File: config.mk
export PLATFORM = sky130hd
export DESIGN_NAME = sos_cascade_sequencer_flat
export DESIGN_NICKNAME = d
export VERILOG_FILES = /design/src/rtl/sos_pkg.sv /design/src/rtl/sos_eng_if.sv /design/src/rtl/sos_coef_bank.sv /design/src/rtl/sos_cascade_sequencer.sv /design/src/flat_wrapper.sv
export SDC_FILE = /design/constraint.sdc
export NUM_CORES = 1
export LEC_CHECK = 0
export BUFFER_PORTS_ARGS = -buffer_cell sky130_fd_sc_hd__buf_2
export CORE_MARGIN = 2
export CORE_UTILIZATION = 65
export CTS_BUF_LIST = sky130_fd_sc_hd__clkbuf_8
export CTS_CLUSTER_SIZE = 14
export DETAILED_ROUTE_END_ITERATION = 16
export PLACE_DENSITY_LB_ADDON = 0.1
export REMOVE_ABC_BUFFERS = 1
export SLEW_MARGIN = 10
export SYNTH_ARGS = -nofsm -noshare
export SYNTH_HDL_FRONTEND = slang
export SYNTH_SLANG_ARGS = --single-unit
export TNS_END_PERCENT = 10
File: constraint.sdc
create_clock -name clk -period 2.6 [get_ports clk]
set_input_delay 0.13 -clock clk [delete_from_list [all_inputs] [get_ports clk]]
set_output_delay 0.13 -clock clk [all_outputs]
set_load 0.05 [all_outputs]
File: src/rtl/sos_pkg.sv
// Shared definitions for the SOS cascade sequencer: coefficient selects, FSM states, unity gain.
package sos_pkg;

  localparam logic [2:0] SEL_B0   = 3'd0;
  localparam logic [2:0] SEL_B1   = 3'd1;
  localparam logic [2:0] SEL_B2   = 3'd2;
  localparam logic [2:0] SEL_A1   = 3'd3;
  localparam logic [2:0] SEL_A2   = 3'd4;
  localparam logic [2:0] SEL_GAIN = 3'd5;
  localparam int NUM_SEL = 6;

  // Q2.18 representation of 1.0
  localparam int unsigned UNITY_COEF = 32'd262144;

  typedef enum logic [1:0] {
    ST_IDLE  = 2'd0,
    ST_ISSUE = 2'd1,
    ST_WAIT  = 2'd2,
    ST_OUT   = 2'd3
  } state_e;

  function automatic int stg_width(input int n);
    return (n > 1) ? $clog2(n) : 1;
  endfunction

endpackage

File: src/rtl/sos_eng_if.sv
// Handshake and coefficient bundle between the cascade sequencer (master) and the shared biquad engine (slave).
interface sos_eng_if #(
  parameter int DATA_SIZE = 24,
  parameter int COEF_SIZE = 20,
  parameter int STG_W     = 1
);
  logic                 eng_start;
  logic [STG_W-1:0]     eng_stage;
  logic [DATA_SIZE-1:0] eng_data_in;
  logic [COEF_SIZE-1:0] eng_b0, eng_b1, eng_b2, eng_a1, eng_a2, eng_gain;
  logic                 eng_done;
  logic [DATA_SIZE-1:0] eng_data_out;

  modport master (
    output eng_start, eng_stage, eng_data_in,
    output eng_b0, eng_b1, eng_b2, eng_a1, eng_a2, eng_gain,
    input  eng_done, eng_data_out
  );

  modport slave (
    input  eng_start, eng_stage, eng_data_in,
    input  eng_b0, eng_b1, eng_b2, eng_a1, eng_a2, eng_gain,
    output eng_done, eng_data_out
  );
endinterface

File: src/rtl/sos_coef_bank.sv
// Double-buffered coefficient store: writes land in the shadow bank, a commit copies every stage to the active bank.
module sos_coef_bank
  import sos_pkg::*;
#(
  parameter int COEF_SIZE  = 20,
  parameter int NUM_STAGES = 2,
  parameter int STG_W      = 1
) (
  input  logic                 clk,
  input  logic                 reset,
  input  logic                 cfg_we,
  input  logic [STG_W-1:0]     cfg_stage,
  input  logic [2:0]           cfg_sel,
  input  logic [COEF_SIZE-1:0] cfg_data,
  input  logic                 commit,
  input  logic [STG_W-1:0]     rd_stage,
  output logic [COEF_SIZE-1:0] b0,
  output logic [COEF_SIZE-1:0] b1,
  output logic [COEF_SIZE-1:0] b2,
  output logic [COEF_SIZE-1:0] a1,
  output logic [COEF_SIZE-1:0] a2,
  output logic [COEF_SIZE-1:0] gain
);

  localparam logic [COEF_SIZE-1:0] UNITY_C = COEF_SIZE'(UNITY_COEF);

  logic [COEF_SIZE-1:0] shadow_r   [NUM_STAGES][NUM_SEL];
  logic [COEF_SIZE-1:0] shadow_n_s [NUM_STAGES][NUM_SEL];
  logic [COEF_SIZE-1:0] active_r   [NUM_STAGES][NUM_SEL];
  logic                 wr_ok_s;

  assign wr_ok_s = cfg_we && (32'(cfg_stage) < NUM_STAGES) && (cfg_sel <= SEL_GAIN);

  // Shadow image including this cycle's write, so a same-cycle commit picks it up
  always_comb begin
    shadow_n_s = shadow_r;
    if (wr_ok_s) begin
      shadow_n_s[cfg_stage][cfg_sel] = cfg_data;
    end else begin
      shadow_n_s = shadow_r;
    end
  end

  // Shadow bank register
  always_ff @(posedge clk or negedge reset) begin
    if (!reset) begin
      for (int s = 0; s < NUM_STAGES; s++) begin
        for (int k = 0; k < NUM_SEL; k++) shadow_r[s][k] <= '0;
        shadow_r[s][SEL_B0]   <= UNITY_C;
        shadow_r[s][SEL_GAIN] <= UNITY_C;
      end
    end else begin
      shadow_r <= shadow_n_s;
    end
  end

  // Active bank, refreshed as a whole on commit
  always_ff @(posedge clk or negedge reset) begin
    if (!reset) begin
      for (int s = 0; s < NUM_STAGES; s++) begin
        for (int k = 0; k < NUM_SEL; k++) active_r[s][k] <= '0;
        active_r[s][SEL_B0]   <= UNITY_C;
        active_r[s][SEL_GAIN] <= UNITY_C;
      end
    end else if (commit) begin
      active_r <= shadow_n_s;
    end
  end

  assign b0   = active_r[rd_stage][SEL_B0];
  assign b1   = active_r[rd_stage][SEL_B1];
  assign b2   = active_r[rd_stage][SEL_B2];
  assign a1   = active_r[rd_stage][SEL_A1];
  assign a2   = active_r[rd_stage][SEL_A2];
  assign gain = active_r[rd_stage][SEL_GAIN];

endmodule

File: src/rtl/sos_cascade_sequencer.sv
// Runs each sample through NUM_STAGES passes of one shared biquad engine with run-time retunable coefficients.
// Optional WAIT watchdog with sticky eng_timeout output is enabled by defining SOS_TIMEOUT_EN.
module sos_cascade_sequencer
  import sos_pkg::*;
#(
  parameter int COEF_SIZE   = 20,
  parameter int DATA_SIZE   = 24,
  parameter int NUM_STAGES  = 2,
  parameter int TIMEOUT_CYC = 255,
  localparam int STG_W      = stg_width(NUM_STAGES)
) (
  input  logic                 clk,
  input  logic                 reset,
  input  logic                 sample_trig,
  input  logic [DATA_SIZE-1:0] data_in,
  output logic [DATA_SIZE-1:0] data_out,
  output logic                 data_valid,
  output logic                 busy,
  output logic                 overrun,
`ifdef SOS_TIMEOUT_EN
  output logic                 eng_timeout,
`endif
  input  logic                 cfg_we,
  input  logic [STG_W-1:0]     cfg_stage,
  input  logic [2:0]           cfg_sel,
  input  logic [COEF_SIZE-1:0] cfg_data,
  input  logic                 cfg_commit,
  sos_eng_if.master            eng
);

  localparam logic [STG_W-1:0] LAST_STAGE = STG_W'(NUM_STAGES - 1);

  state_e               state_r, state_n_s;
  logic [DATA_SIZE-1:0] acc_r, data_out_r;
  logic [STG_W-1:0]     stage_r;
  logic                 data_valid_r, busy_r, overrun_r, eng_start_r, commit_pend_r;
  logic                 eng_start_s, busy_s, data_valid_s, commit_copy_s, timeout_hit_s;
  logic [COEF_SIZE-1:0] b0_s, b1_s, b2_s, a1_s, a2_s, gain_s;

`ifdef SOS_TIMEOUT_EN
  localparam int WD_W = $clog2(TIMEOUT_CYC + 1);
  localparam logic [WD_W-1:0] WD_LAST = WD_W'(TIMEOUT_CYC - 1);
  logic [WD_W-1:0] wd_r;
  logic            timeout_r;

  assign timeout_hit_s = (state_r == ST_WAIT) && !eng.eng_done && (wd_r == WD_LAST);
  assign eng_timeout   = timeout_r;

  // WAIT watchdog and sticky timeout flag
  always_ff @(posedge clk or negedge reset) begin
    if (!reset) begin
      wd_r      <= '0;
      timeout_r <= 1'b0;
    end else begin
      if (state_r == ST_WAIT && !eng.eng_done) wd_r <= wd_r + WD_W'(1);
      else                                     wd_r <= '0;
      if (timeout_hit_s) timeout_r <= 1'b1;
    end
  end
`else
  assign timeout_hit_s = 1'b0;
`endif

  // A pending commit is served on the first IDLE cycle, ahead of the sample it may coincide with
  assign commit_copy_s = (state_r == ST_IDLE) && (commit_pend_r || (cfg_commit && !sample_trig));

  // State register
  always_ff @(posedge clk or negedge reset) begin
    if (!reset) state_r <= ST_IDLE;
    else        state_r <= state_n_s;
  end

  // Next-state logic
  always_comb begin
    state_n_s = state_r;
    case (state_r)
      ST_IDLE: begin
        if (sample_trig) state_n_s = ST_ISSUE;
        else             state_n_s = ST_IDLE;
      end
      ST_ISSUE: state_n_s = ST_WAIT;
      ST_WAIT: begin
        if (eng.eng_done) begin
          if (stage_r == LAST_STAGE) state_n_s = ST_OUT;
          else                       state_n_s = ST_ISSUE;
        end else if (timeout_hit_s) begin
          state_n_s = ST_IDLE;
        end else begin
          state_n_s = ST_WAIT;
        end
      end
      ST_OUT:  state_n_s = ST_IDLE;
      default: state_n_s = ST_IDLE;
    endcase
  end

  // FSM outputs, registered below so they line up with the state they describe
  always_comb begin
    eng_start_s  = (state_n_s == ST_ISSUE);
    busy_s       = (state_n_s != ST_IDLE);
    data_valid_s = (state_r == ST_OUT);
  end

  // Datapath, flags and registered outputs
  always_ff @(posedge clk or negedge reset) begin
    if (!reset) begin
      acc_r         <= '0;
      data_out_r    <= '0;
      stage_r       <= '0;
      data_valid_r  <= 1'b0;
      busy_r        <= 1'b0;
      overrun_r     <= 1'b0;
      eng_start_r   <= 1'b0;
      commit_pend_r <= 1'b0;
    end else begin
      eng_start_r  <= eng_start_s;
      busy_r       <= busy_s;
      data_valid_r <= data_valid_s;
      if (sample_trig && state_r != ST_IDLE) overrun_r <= 1'b1;
      if (cfg_commit && !(state_r == ST_IDLE && !sample_trig)) commit_pend_r <= 1'b1;
      else if (commit_copy_s)                                  commit_pend_r <= 1'b0;
      case (state_r)
        ST_IDLE: begin
          if (sample_trig) begin
            acc_r   <= data_in;
            stage_r <= '0;
          end
        end
        ST_WAIT: begin
          if (eng.eng_done) begin
            acc_r <= eng.eng_data_out;
            if (stage_r != LAST_STAGE) stage_r <= stage_r + STG_W'(1);
          end
        end
        ST_OUT: begin
          data_out_r <= acc_r;
          stage_r    <= '0;
        end
        default: ;
      endcase
    end
  end

  sos_coef_bank #(
    .COEF_SIZE (COEF_SIZE),
    .NUM_STAGES(NUM_STAGES),
    .STG_W     (STG_W)
  ) u_bank (
    .clk      (clk),
    .reset    (reset),
    .cfg_we   (cfg_we),
    .cfg_stage(cfg_stage),
    .cfg_sel  (cfg_sel),
    .cfg_data (cfg_data),
    .commit   (commit_copy_s),
    .rd_stage (stage_r),
    .b0       (b0_s),
    .b1       (b1_s),
    .b2       (b2_s),
    .a1       (a1_s),
    .a2       (a2_s),
    .gain     (gain_s)
  );

  assign eng.eng_start   = eng_start_r;
  assign eng.eng_stage   = stage_r;
  assign eng.eng_data_in = acc_r;
  assign eng.eng_b0      = b0_s;
  assign eng.eng_b1      = b1_s;
  assign eng.eng_b2      = b2_s;
  assign eng.eng_a1      = a1_s;
  assign eng.eng_a2      = a2_s;
  assign eng.eng_gain    = gain_s;

  assign data_out   = data_out_r;
  assign data_valid = data_valid_r;
  assign busy       = busy_r;
  assign overrun    = overrun_r;

endmodule

File: src/flat_wrapper.sv
// flat-port wrapper written by rule: the top's interface ports become plain ports
module sos_cascade_sequencer_flat import sos_pkg::*;
#(
  parameter int COEF_SIZE   = 20,
  parameter int DATA_SIZE   = 24,
  parameter int NUM_STAGES  = 2,
  parameter int TIMEOUT_CYC = 255,
  localparam int STG_W      = stg_width(NUM_STAGES)
)
  (clk, reset, sample_trig, data_in, data_out, data_valid, busy, overrun, cfg_we, cfg_stage, cfg_sel, cfg_data, cfg_commit, eng_eng_start, eng_eng_stage, eng_eng_data_in, eng_eng_b0, eng_eng_b1, eng_eng_b2, eng_eng_a1, eng_eng_a2, eng_eng_gain, eng_eng_done, eng_eng_data_out);
  sos_eng_if #(.DATA_SIZE(DATA_SIZE), .COEF_SIZE(COEF_SIZE), .STG_W(1)) eng_i ();
  input  logic clk;
  input  logic reset;
  input  logic sample_trig;
  input  logic [DATA_SIZE-1:0] data_in;
  output logic [DATA_SIZE-1:0] data_out;
  output logic data_valid;
  output logic busy;
  output logic overrun;
  input  logic cfg_we;
  input  logic [STG_W-1:0] cfg_stage;
  input  logic [2:0] cfg_sel;
  input  logic [COEF_SIZE-1:0] cfg_data;
  input  logic cfg_commit;
  output wire logic [$bits(eng_i.eng_start)-1:0] eng_eng_start;
  output wire logic [$bits(eng_i.eng_stage)-1:0] eng_eng_stage;
  output wire logic [$bits(eng_i.eng_data_in)-1:0] eng_eng_data_in;
  output wire logic [$bits(eng_i.eng_b0)-1:0] eng_eng_b0;
  output wire logic [$bits(eng_i.eng_b1)-1:0] eng_eng_b1;
  output wire logic [$bits(eng_i.eng_b2)-1:0] eng_eng_b2;
  output wire logic [$bits(eng_i.eng_a1)-1:0] eng_eng_a1;
  output wire logic [$bits(eng_i.eng_a2)-1:0] eng_eng_a2;
  output wire logic [$bits(eng_i.eng_gain)-1:0] eng_eng_gain;
  input wire logic [$bits(eng_i.eng_done)-1:0] eng_eng_done;
  input wire logic [$bits(eng_i.eng_data_out)-1:0] eng_eng_data_out;
  assign eng_eng_start = eng_i.eng_start;
  assign eng_eng_stage = eng_i.eng_stage;
  assign eng_eng_data_in = eng_i.eng_data_in;
  assign eng_eng_b0 = eng_i.eng_b0;
  assign eng_eng_b1 = eng_i.eng_b1;
  assign eng_eng_b2 = eng_i.eng_b2;
  assign eng_eng_a1 = eng_i.eng_a1;
  assign eng_eng_a2 = eng_i.eng_a2;
  assign eng_eng_gain = eng_i.eng_gain;
  assign eng_i.eng_done = eng_eng_done;
  assign eng_i.eng_data_out = eng_eng_data_out;
  sos_cascade_sequencer #(.COEF_SIZE(COEF_SIZE), .DATA_SIZE(DATA_SIZE), .NUM_STAGES(NUM_STAGES), .TIMEOUT_CYC(TIMEOUT_CYC)) u_core (.clk(clk), .reset(reset), .sample_trig(sample_trig), .data_in(data_in), .data_out(data_out), .data_valid(data_valid), .busy(busy), .overrun(overrun), .cfg_we(cfg_we), .cfg_stage(cfg_stage), .cfg_sel(cfg_sel), .cfg_data(cfg_data), .cfg_commit(cfg_commit), .eng(eng_i));
endmodule
---- Yosys cells after proc, flatten, opt, wreduce, memory -nomap -nowiden ----
Cells that the tools add are included.
word-level totals
  flip-flop bits (word level) ............. 536
  bits of input ports ..................... 78
  output and inout bits ................... 173
  word-level logic and storage cells ...... 90
cells by class
  add/sub/neg operators ................... 1
  order comparisons ....................... 6
  equality and inequality tests ........... 6
  muxes and demuxes ....................... 22
  bitwise logic cells ..................... 3
  reduce and logical (&&, ||, !) cells .... 19
operators by type and width
  kind                                                        count
  2-to-1 mux 120 bit                                          4
  bitwise mux 240 bit                                         1
  2-to-1 mux 240 bit                                          1
  demux 120 bit (select 1 bit)                                1
  demux 20 bit (select 3 bit)                                 1
  2-to-1 mux 24 bit                                           2
  case mux 24 bit (2 select lines)                            1
  2-to-1 mux 20 bit                                           1
  logical AND 1 bit                                           8
  case mux 2 bit (4 select lines)                             1
  nonzero test 2 bit                                          4
  2-to-1 mux 1 bit                                            6
  AND reduction 3 bit                                         2
  equality test 2 x 1 -> 1 bit, second input constant         2
  equality test 2 bit, second input constant                  2
  >= comparator 2 bit, second input constant                  2
  >= comparator 4 bit, second input constant                  1
  less-than comparator 4 x 1 -> 1 bit, second input constant  1
  2-to-1 mux 2 bit                                            2
  != test 2 bit, second input constant                        2
  NOT 1 -> 2 bit                                              2
  NOT 3 -> 4 bit                                              1
  less-or-equal comparator 3 bit, second input constant       1
  case mux 1 bit (3 select lines)                             1
  6 further kinds                                             7

---- Logic depth before layout (Yosys ltp) ----
Gate-level depths: netlist of run 1.
  word-level depth ........................ 9
  gate-level depth with buffers ........... 8
  depth with buffers taken out ............ 4

---- Cells and area by module ----
Synthesis of run 1 repeated with hierarchy kept, for this count alone.
unflattened totals
  cell total of the unflattened synthesis .. 2175
  area, all modules ....................... 22629.2 um2
modules (own cells, without submodules)
  module                 times used  cells each  area each (um2)  sequential area each (um2)
  sos_coef_bank          1           2010        20065.5          12021.5
  sos_cascade_sequencer  1           165         2563.7           1401.3

---- Worst setup path after synthesis of run 1 ----
OpenSTA, ideal clock, no wires.
  kind .................................... register -> output
  from .................................... reg u_core.stage_r, in the netlist u_core.eng.eng_stage
  to ...................................... out eng_eng_a1[0]
  data arrival time ....................... 1778 ps
  slack ................................... 692 ps
  cell stages (with the launch flop) ...... 5
  path through ............................ dfrtp_1 -> clkbuf_1 -> clkbuf_1 -> buf_2 -> mux2_2
on the way
  longest elaborated chain between the ends .. 4
ends and longest elaborated chain
  item                                  RTL line                      source
  from (decl)                           sos_cascade_sequencer.sv:35   logic [STG_W-1:0] stage_r;
  from (signal assigned)                sos_cascade_sequencer.sv:132  if (stage_r != LAST_STAGE) stage_r <= stage_r + STG_W'(1);
  NOT 1 -> 2 bit (implied by the code)  sos_coef_bank.sv:73           assign a1 = active_r[rd_stage][SEL_A1];
  2-to-1 mux 120 bit (3 in a row)       -
  to (decl)                             flat_wrapper.sv:31            output wire logic [$bits(eng_i.eng_a1)-1:0] eng_eng_a1;
Every way passes these cells. The select of a mux whose other input is x is not followed.

---- Worst setup path after layout of run 1 ----
  from .................................... reg u_core.stage_r, in the netlist u_core.eng.eng_stage
  to ...................................... out eng_eng_gain[2]
on the way
  longest elaborated chain between the ends .. 4
ends and longest elaborated chain
  item                                                   RTL line             source
  NOT 1 -> 2 bit (implied by the code)                   sos_coef_bank.sv:75  assign gain = active_r[rd_stage][SEL_GAIN];
  2-to-1 mux 120 bit (implied by the code) (2 in a row)  sos_coef_bank.sv:75
  2-to-1 mux 120 bit                                     -
  to (decl)                                              flat_wrapper.sv:33   output wire logic [$bits(eng_i.eng_gain)-1:0] eng_eng_gain;
Every way passes these cells. The select of a mux whose other input is x is not followed.

==> results of run 1 <==
==> cells in the final DEF, fill, tap and decap left out, drive strengths merged <==
master and count:
or2 2, inv 38, a21oi 42, o21ai 67, nor2 212, or3 1, dfrtp 528, a211oi 1
nand4bb 1, and3b 2, nor3 2, clkbuf 104, dlygate4sd3 72, o21a 41, nand2 564, a31oi 164
nand2b 3, nor2b 3, clkinv 4, nor3b 1, o2bb2ai 36, or3b 1, mux2 181, nand3 26
nand4 2, dfstp 8, and2 2, clkinvlp 2, diode 2, nand3b 1, buf 312, nand4b 1
mux2i 24
==> layout make-up <==
class | count | area, sq um
well taps | 448 | 561
clock buffers | 104 | 1430
clock inverters | 40 | 163
diodes | 2 | 5.00
flip-flops and latches | 536 | 13400
inverters | 4 | 15.0
repair buffers | 384 | 2690
multi-input cells | 1380 | 7960
fillers | 2158 | 7290
==> sequential cells by signal (all words and copies together) (netlist names) <==
name                    cells
u_core.commit_pend_r        1
u_core.eng.eng_start        1
u_core.busy                 1
u_core.overrun              1
u_core.eng.eng_stage        1
u_core.state_r              2
u_core.data_valid           1
u_core.u_bank.active_r    240
u_core.eng.eng_data_in     24
u_core.data_out            24
u_core.u_bank.shadow_r    240
==> repair_timing <==
| action | 4_1_cts | 5_1_grt |
|---|---|---|
| hold buffers | 72 | 0 |
| endpoints found under the hold margin | 574 | 0 |
| endpoints found under the setup margin | 12 | 0 |
| setup buffers | 1 | 0 |
==> critical path, cell delays in order, from the launching register on <==
cell and delay, ps:
dfrtp_4 790, buf_4 320, mux2_2 370, buf_2 210
==> worst paths after layout <==
| path | startpoint | endpoint | slack [ps] | cells after the start |
|---|---|---|---|---|
| max in group asynchronous | reset | u_core.u_bank.shadow_r[238] | 1660 | 3 |
| min reg2reg | u_core.u_bank.shadow_r[196] | u_core.u_bank.shadow_r[196] | 470 | 2 |
| min | cfg_we | u_core.u_bank.shadow_r[1] | 40 | 3 |
| max reg2reg | u_core.state_r[1] | u_core.eng.eng_data_in[15] | 410 | 5 |
| min in group asynchronous | reset | u_core.u_bank.shadow_r[59] | 90 | 2 |
| max | u_core.eng.eng_stage | eng_eng_gain[2] | 170 | 3 |
==> through the flow <==
stage               setup TNS [ps]  std cells  cell area (sq um)  total power (W)  util, %
detailed placement               0       2679              23900           0.0298     71.3
finish                           0       2898              26200           0.0370     78.3
global placement                 0       2679              23900           0.0293     71.3
CTS                              0       2896              26200           0.0369     78.2
floorplan                 -1659780       1920              21400           0.0230        -
global route                     0       2898              26200           0.0389     78.3
==> power groups by stage <==
stage                     Sequential [W]  Combinational [W]  Clock [W]
after floorplan                   0.0136            0.00933          0
after global placement            0.0134             0.0159          0
after detailed placement          0.0135             0.0164          0
after CTS                         0.0133             0.0168    0.00680
after global routing              0.0137             0.0180    0.00721
final                             0.0134             0.0168    0.00672
==> per-layer routing <==
metal / global-route usage (%) / share of wire, % / vias up / wire [um]
met2: 53.7 / 48 / 753 / 28100
met4: 14.8 / 3.9 / 2 / 2270
met1: 44.1 / 40 / 8608 / 23200
met3: 7.62 / 7.8 / 170 / 4540
met5: 0 / 0.022 / - / 13
li1: - / - / 7664 / -
==> cells by family after synthesis <==
group           after synthesis  share of synthesized area, %
compound gates              351                          11.1
buf+inv                     160                          3.41
flops                       536                          60.7
mux                         205                          10.3
simple gates                824                          14.5
==> results.md, run 1 <==
- **result of the run** complete, no violations
- **part of the total power dissipated in the clock network** 18.2%
- **share of post-route cells with drive strength above 1** 26.2%
- **pre-CTS setup slack** 625 ps
- **fmax** 412 MHz
- **global-route wire length before repair** 93,100 um
- **highest fanout seen on the critical path** 23
- **top post-synthesis cells by area** dfrtp_1 (60%), nand2_1 (9.6%), mux2_2 (9.2%), a31oi_1 (4.6%), nor2_1 (3.6%)
- **number of buffers created by CTS** 83
- **port bufs** 250
- **sink count of the clock tree** 536
- **Worst-path clk slew** 60 ps
- **die boundary height** 188 um
- **unique cell type count in the Yosys netlist** 37
- **library cell used as clock root buffer** clkbuf_8
- **via density per instance** 5.93
- **largest buffer count on any clock path** 3
- **Area Overhead vs Synth** 18.6%
- **power per standard cell area** 1410 nW/um^2
- **Synth async-reset ratio** 100%
- **number of cells produced by synthesis** 2,076
- **number of failing hold endpoints at the final stage** 0
- **WL final** 58,100 um
- **Overall Global Routing Usage** 33.4%
- **Synth warnings** 0
- **total internal power** 0.0206 W
- **Worst Setup Start Kind** flip-flop
- **floorplan die width** 188 um
- **number of antenna violations at the first check in global routing** 3
- **slew at the pin closest to its max-slew limit** 669 ps
- **share of the cycle needed by the critical path after routing** 93.3%
- **largest net degree at the start of global routing** 71
- **Seq/Total Area, Yosys** 60.7%
- **Setup Crit Path Kind** reg -> out
- **main flop type after synthesis** dfrtp_1
- **setup repair after global routing missed its margin** false
- **Lkg Pwr** 12.7 nW
- **Placement Rows** 67
- **cell area after synthesis** 22,100 sq um
- **final period demand of the worst path** 2430 ps
- **starting density of the core** 66.0%
- **switching fraction of total power** 44.3%
- **peak ir drop on the vdd network** 1.32 mV
- **Yosys top cell area share** 59.7%
- **Worst setup EP type** primary output
- **CTS tree** done
- **share of power burned in registers** 36.3%
- **proportion of power drawn by combinational gates** 45.5%
- **worst max-slew margin expressed relative to the limit** 55.3%
- **Hold WS** 44.5 ps
- **drt drc** 0
- **Routed Antenna Nets** 0
- **number of storage elements in the synthesis netlist** 536
- **Arr. time, crit path** 2300 ps
- **detailed-routing iteration count for the pre-antenna-repair pass** 7
- **list of most frequent post-synthesis cells** nand2_1 (563), dfrtp_1 (528), nor2_1 (211)
- **Gates resized, CTS repair** 0
- **number of maximum-capacitance constraint violations** 0
- **Finish-stage setup viols** 0
- **path class of the lowest-slack min-delay path** in -> reg
- **final weighted congestion of routability-driven global placement** 0.783
- **H-tree depth** 3
- **number of synthesized flops with an enable pin** 0
- **reported net switching power** 0.0164 W
- **clock latency at the later pin of the worst-skew pair** 620 ps
- **mean routed wirelength per cell** 20.1 um
- **Final Slew Violations** 0
- **most instantiated library cell after synthesis** nand2_1
- **DRC marker count from the first detailed-route iteration** 1,355
- **final net count** 2,467
- **Critical Path RT** 2470 ps
- **number of global-route vias before repair** 17,600
- **final setup slack of the worst path** 173 ps
- **Mean Syn Cell Area** 10.7 sq um
- **area of the die** 35,500 sq um
- **I/O pin total** 251
- **routed via count** 17,200
- **Layout Skew** 21.5 ps
- **residual overflow from global routing** 0
- **Synth area leader** dfrtp_1
- **DP HPWL** 35,300 um
- **area of the core region** 33,500 sq um
Power figures use the tool's default switching activity.
==> run 2, diff against run 1 <==
--- a/config.mk
+++ b/config.mk
@@ -11,8 +11,7 @@
 export CTS_BUF_LIST = sky130_fd_sc_hd__clkbuf_8
 export CTS_CLUSTER_SIZE = 14
 export DETAILED_ROUTE_END_ITERATION = 16
-export PLACE_DENSITY_LB_ADDON = 0.1
-export REMOVE_ABC_BUFFERS = 1
+export PLACE_DENSITY = 0.95
 export SLEW_MARGIN = 10
 export SYNTH_ARGS = -nofsm -noshare
 export SYNTH_HDL_FRONTEND = slang
==> results.md, run 2 (synthesized netlist as in run 1, its figures left out) <==
- **result of the run** complete, no violations
- **number of buffers created by CTS** 83, unchanged
- **power per standard cell area** 1450 nW/um^2, +3.1%
- **Final Slew Violations** 0, unchanged
- **Worst setup EP type** flip-flop
- **peak ir drop on the vdd network** 1.34 mV, +1.7%
- **Worst Setup Start Kind** flip-flop
- **Setup Crit Path Kind** reg -> reg
- **cell depth of the worst min-delay path** 3, unchanged
- **most common cell after layout, fill and taps aside** nand2_1
- **total negative slack for setup checks** 0 ps, unchanged
- **Min-Delay Startpoint** cfg_we
- **path class of the lowest-slack min-delay path** in -> reg
- **H-tree depth** 3, unchanged
- **share of post-route cells with drive strength above 1** 26.3%, +0.082 points
- **Post-Syn Nets** 2,154
- **FF-to-FF path depth** 6, +1
- **DP HPWL** 37,200 um, +5.3%
- **flop2flop setup slack** 80 ps, -330 ps
- **Top Registers** u_core.u_bank.active_r (240), u_core.u_bank.shadow_r (240)
- **sink count of the clock tree** 536, unchanged
- **final net count** 2,459, -0.32%
- **port bufs** 250, unchanged
- **die boundary height** 188 um, unchanged
- **Layout Skew** 39.3 ps, +17.8 ps
- **share of the cycle needed by the critical path after routing** 96.8%, +3.5 points
- **drt drc** 0, unchanged
- **clock latency at the later pin of the worst-skew pair** 640 ps, +20 ps
- **floorplan die width** 188 um, unchanged
- **global-route wire length before repair** 101,000 um, +8.7%
- **residual overflow from global routing** 0, unchanged
- **mean routed wirelength per cell** 22.4 um, +11%
- **Area Overhead vs Synth** 19.1%
- **final period demand of the worst path** 2520 ps, +90.1 ps
- **FF-to-FF End** u_core.u_bank.active_r[180]
- **Worst Hold Path EP** u_core.u_bank.shadow_r[21]
- **WL final** 64,900 um, +12%
- **fmax** 397 MHz, -3.6%
- **commonest cells after routing, fill and taps aside** nand2_1 (563), dfrtp_1 (527), buf_2 (249)
- **Arr. time, crit path** 2990 ps, +690 ps
- **reg-to-reg critical path startpoint** u_core.state_r[1]
- **number of failing hold endpoints at the final stage** 0, unchanged
- **Worst-path clk slew** 70 ps, about the same
- **library cell used as clock root buffer** clkbuf_8
- **starting density of the core** 66.0%, unchanged
- **CTS tree** done
- **area of the die** 35,500 sq um, unchanged
- **largest net degree at the start of global routing** 90, +27%
- **detailed-routing iteration count for the pre-antenna-repair pass** 8, +1
- **routed via count** 18,200, +6.1%
- **Overall Global Routing Usage** 36.8%, +3.3 points
- **Finish-stage setup viols** 0, unchanged
- **area of the core region** 33,500 sq um, unchanged
- **Routed Antenna Nets** 0, unchanged
- **setup repair after global routing missed its margin** false
- **number of antenna violations at the first check in global routing** 5, +2
- **worst max-slew margin expressed relative to the limit** 34.3%, -21 points
- **number of maximum-capacitance constraint violations** 0, unchanged
- **Lkg Pwr** 12.7 nW, +0.11%
- **final weighted congestion of routability-driven global placement** 0.844, +7.8%
- **Placement Rows** 67, unchanged
- **largest buffer count on any clock path** 3, unchanged
- **end-of-flow core utilization** 78.5%, +0.27 points
- **number of global-route vias before repair** 18,900, +7.3%
- **DRC marker count from the first detailed-route iteration** 2,172, +60%
- **slew at the pin closest to its max-slew limit** 983 ps, +314 ps
- **I/O pin total** 251, unchanged
- **highest fanout seen on the critical path** 57, +150%
- **Critical Path RT** 3070 ps, +600 ps
- **via density per instance** 6.29, +5.9%
run 2: cell count changes in the layout (fill, tap and decap cells not counted), sizes merged:
| cell | previous run | this run |
|---|---|---|
| buf | 312 | 302 |
| bufinv | 0 | 3 |
| clkbuf | 104 | 103 |
| clkinv | 4 | 9 |
| clkinvlp | 2 | 3 |
| diode | 2 | 5 |
| dlygate4sd3 | 72 | 74 |
run 2: metrics by stage:
step / setup WS [ps] / cell area [sq um] / power [W] / hold WS (ps) / std cells
after floorplan: 692 / 22100 / 0.0258 / -166 / 2076
after global placement: 589 / 23800 / 0.0292 / 201 / 2669
after detailed placement: 434 / 23800 / 0.0301 / 213 / 2669
after CTS: 157 / 26300 / 0.0380 / 26.9 / 2896
after global routing: 52.4 / 26300 / 0.0398 / 54.7 / 2898
final: 83.2 / 26300 / 0.0383 / 61.7 / 2901
run 2: routing by layer:
layer,GRT usage (%),up-vias,routed length (um)
met5,0,-,7
met3,9.29,354,6570
li1,-,7660,-
met1,45.8,8919,23200
met4,23.8,2,4590
met2,57.8,1303,30500
run 2: cell type report:
| cell class | count | area, sq um |
|---|---|---|
| Timing Repair Buffer | 376 | 2630 |
| Tap cell | 448 | 561 |
| Clock buffer | 103 | 1420 |
| Fill cell | 1773 | 7200 |
| Multi-Input combinational cell | 1380 | 7960 |
| Antenna cell | 5 | 12.5 |
| Sequential cell | 536 | 13400 |
| Inverter | 4 | 15.0 |
| Clock inverter | 49 | 319 |
run 2: critical path, cell delays in order (launching register included):
cell and delay [ps]:
dfrtp_1 450, nor2_1 280, o21a_4 430, buf_12 360
buf_12 270, nor2_1 60, a31oi_1 420
run 2: how the worst max path moves through the flow:
stage	start	end	slack, ps
floorplan	u_core.eng.eng_stage	eng_eng_a1[0]	690
global placement	cfg_sel[2]	u_core.u_bank.active_r[146]	590
detailed placement	cfg_sel[2]	u_core.u_bank.active_r[149]	430
CTS	u_core.eng.eng_stage	eng_eng_a2[0]	160
global route	u_core.state_r[1]	u_core.u_bank.active_r[180]	50
finish	u_core.state_r[1]	u_core.u_bank.active_r[180]	80
run 2: power breakdown:
| group | switching, W | internal, W | total [W] |
|---|---|---|---|
| Clock | 0.00341 | 0.00391 | 0.00731 |
| Sequential | 0.00179 | 0.0115 | 0.0133 |
| Combinational | 0.0121 | 0.00552 | 0.0177 |
| Total | 0.0173 | 0.0209 | 0.0383 |
run 2: what timing repair did:
item | in CTS | in global routing
endpoints found under the setup margin | 3 | 0
buffers inserted | 1 | 0
resized for setup | 0 | 0
hold buffers | 74 | 0
endpoints found under the hold margin | 396 | 0
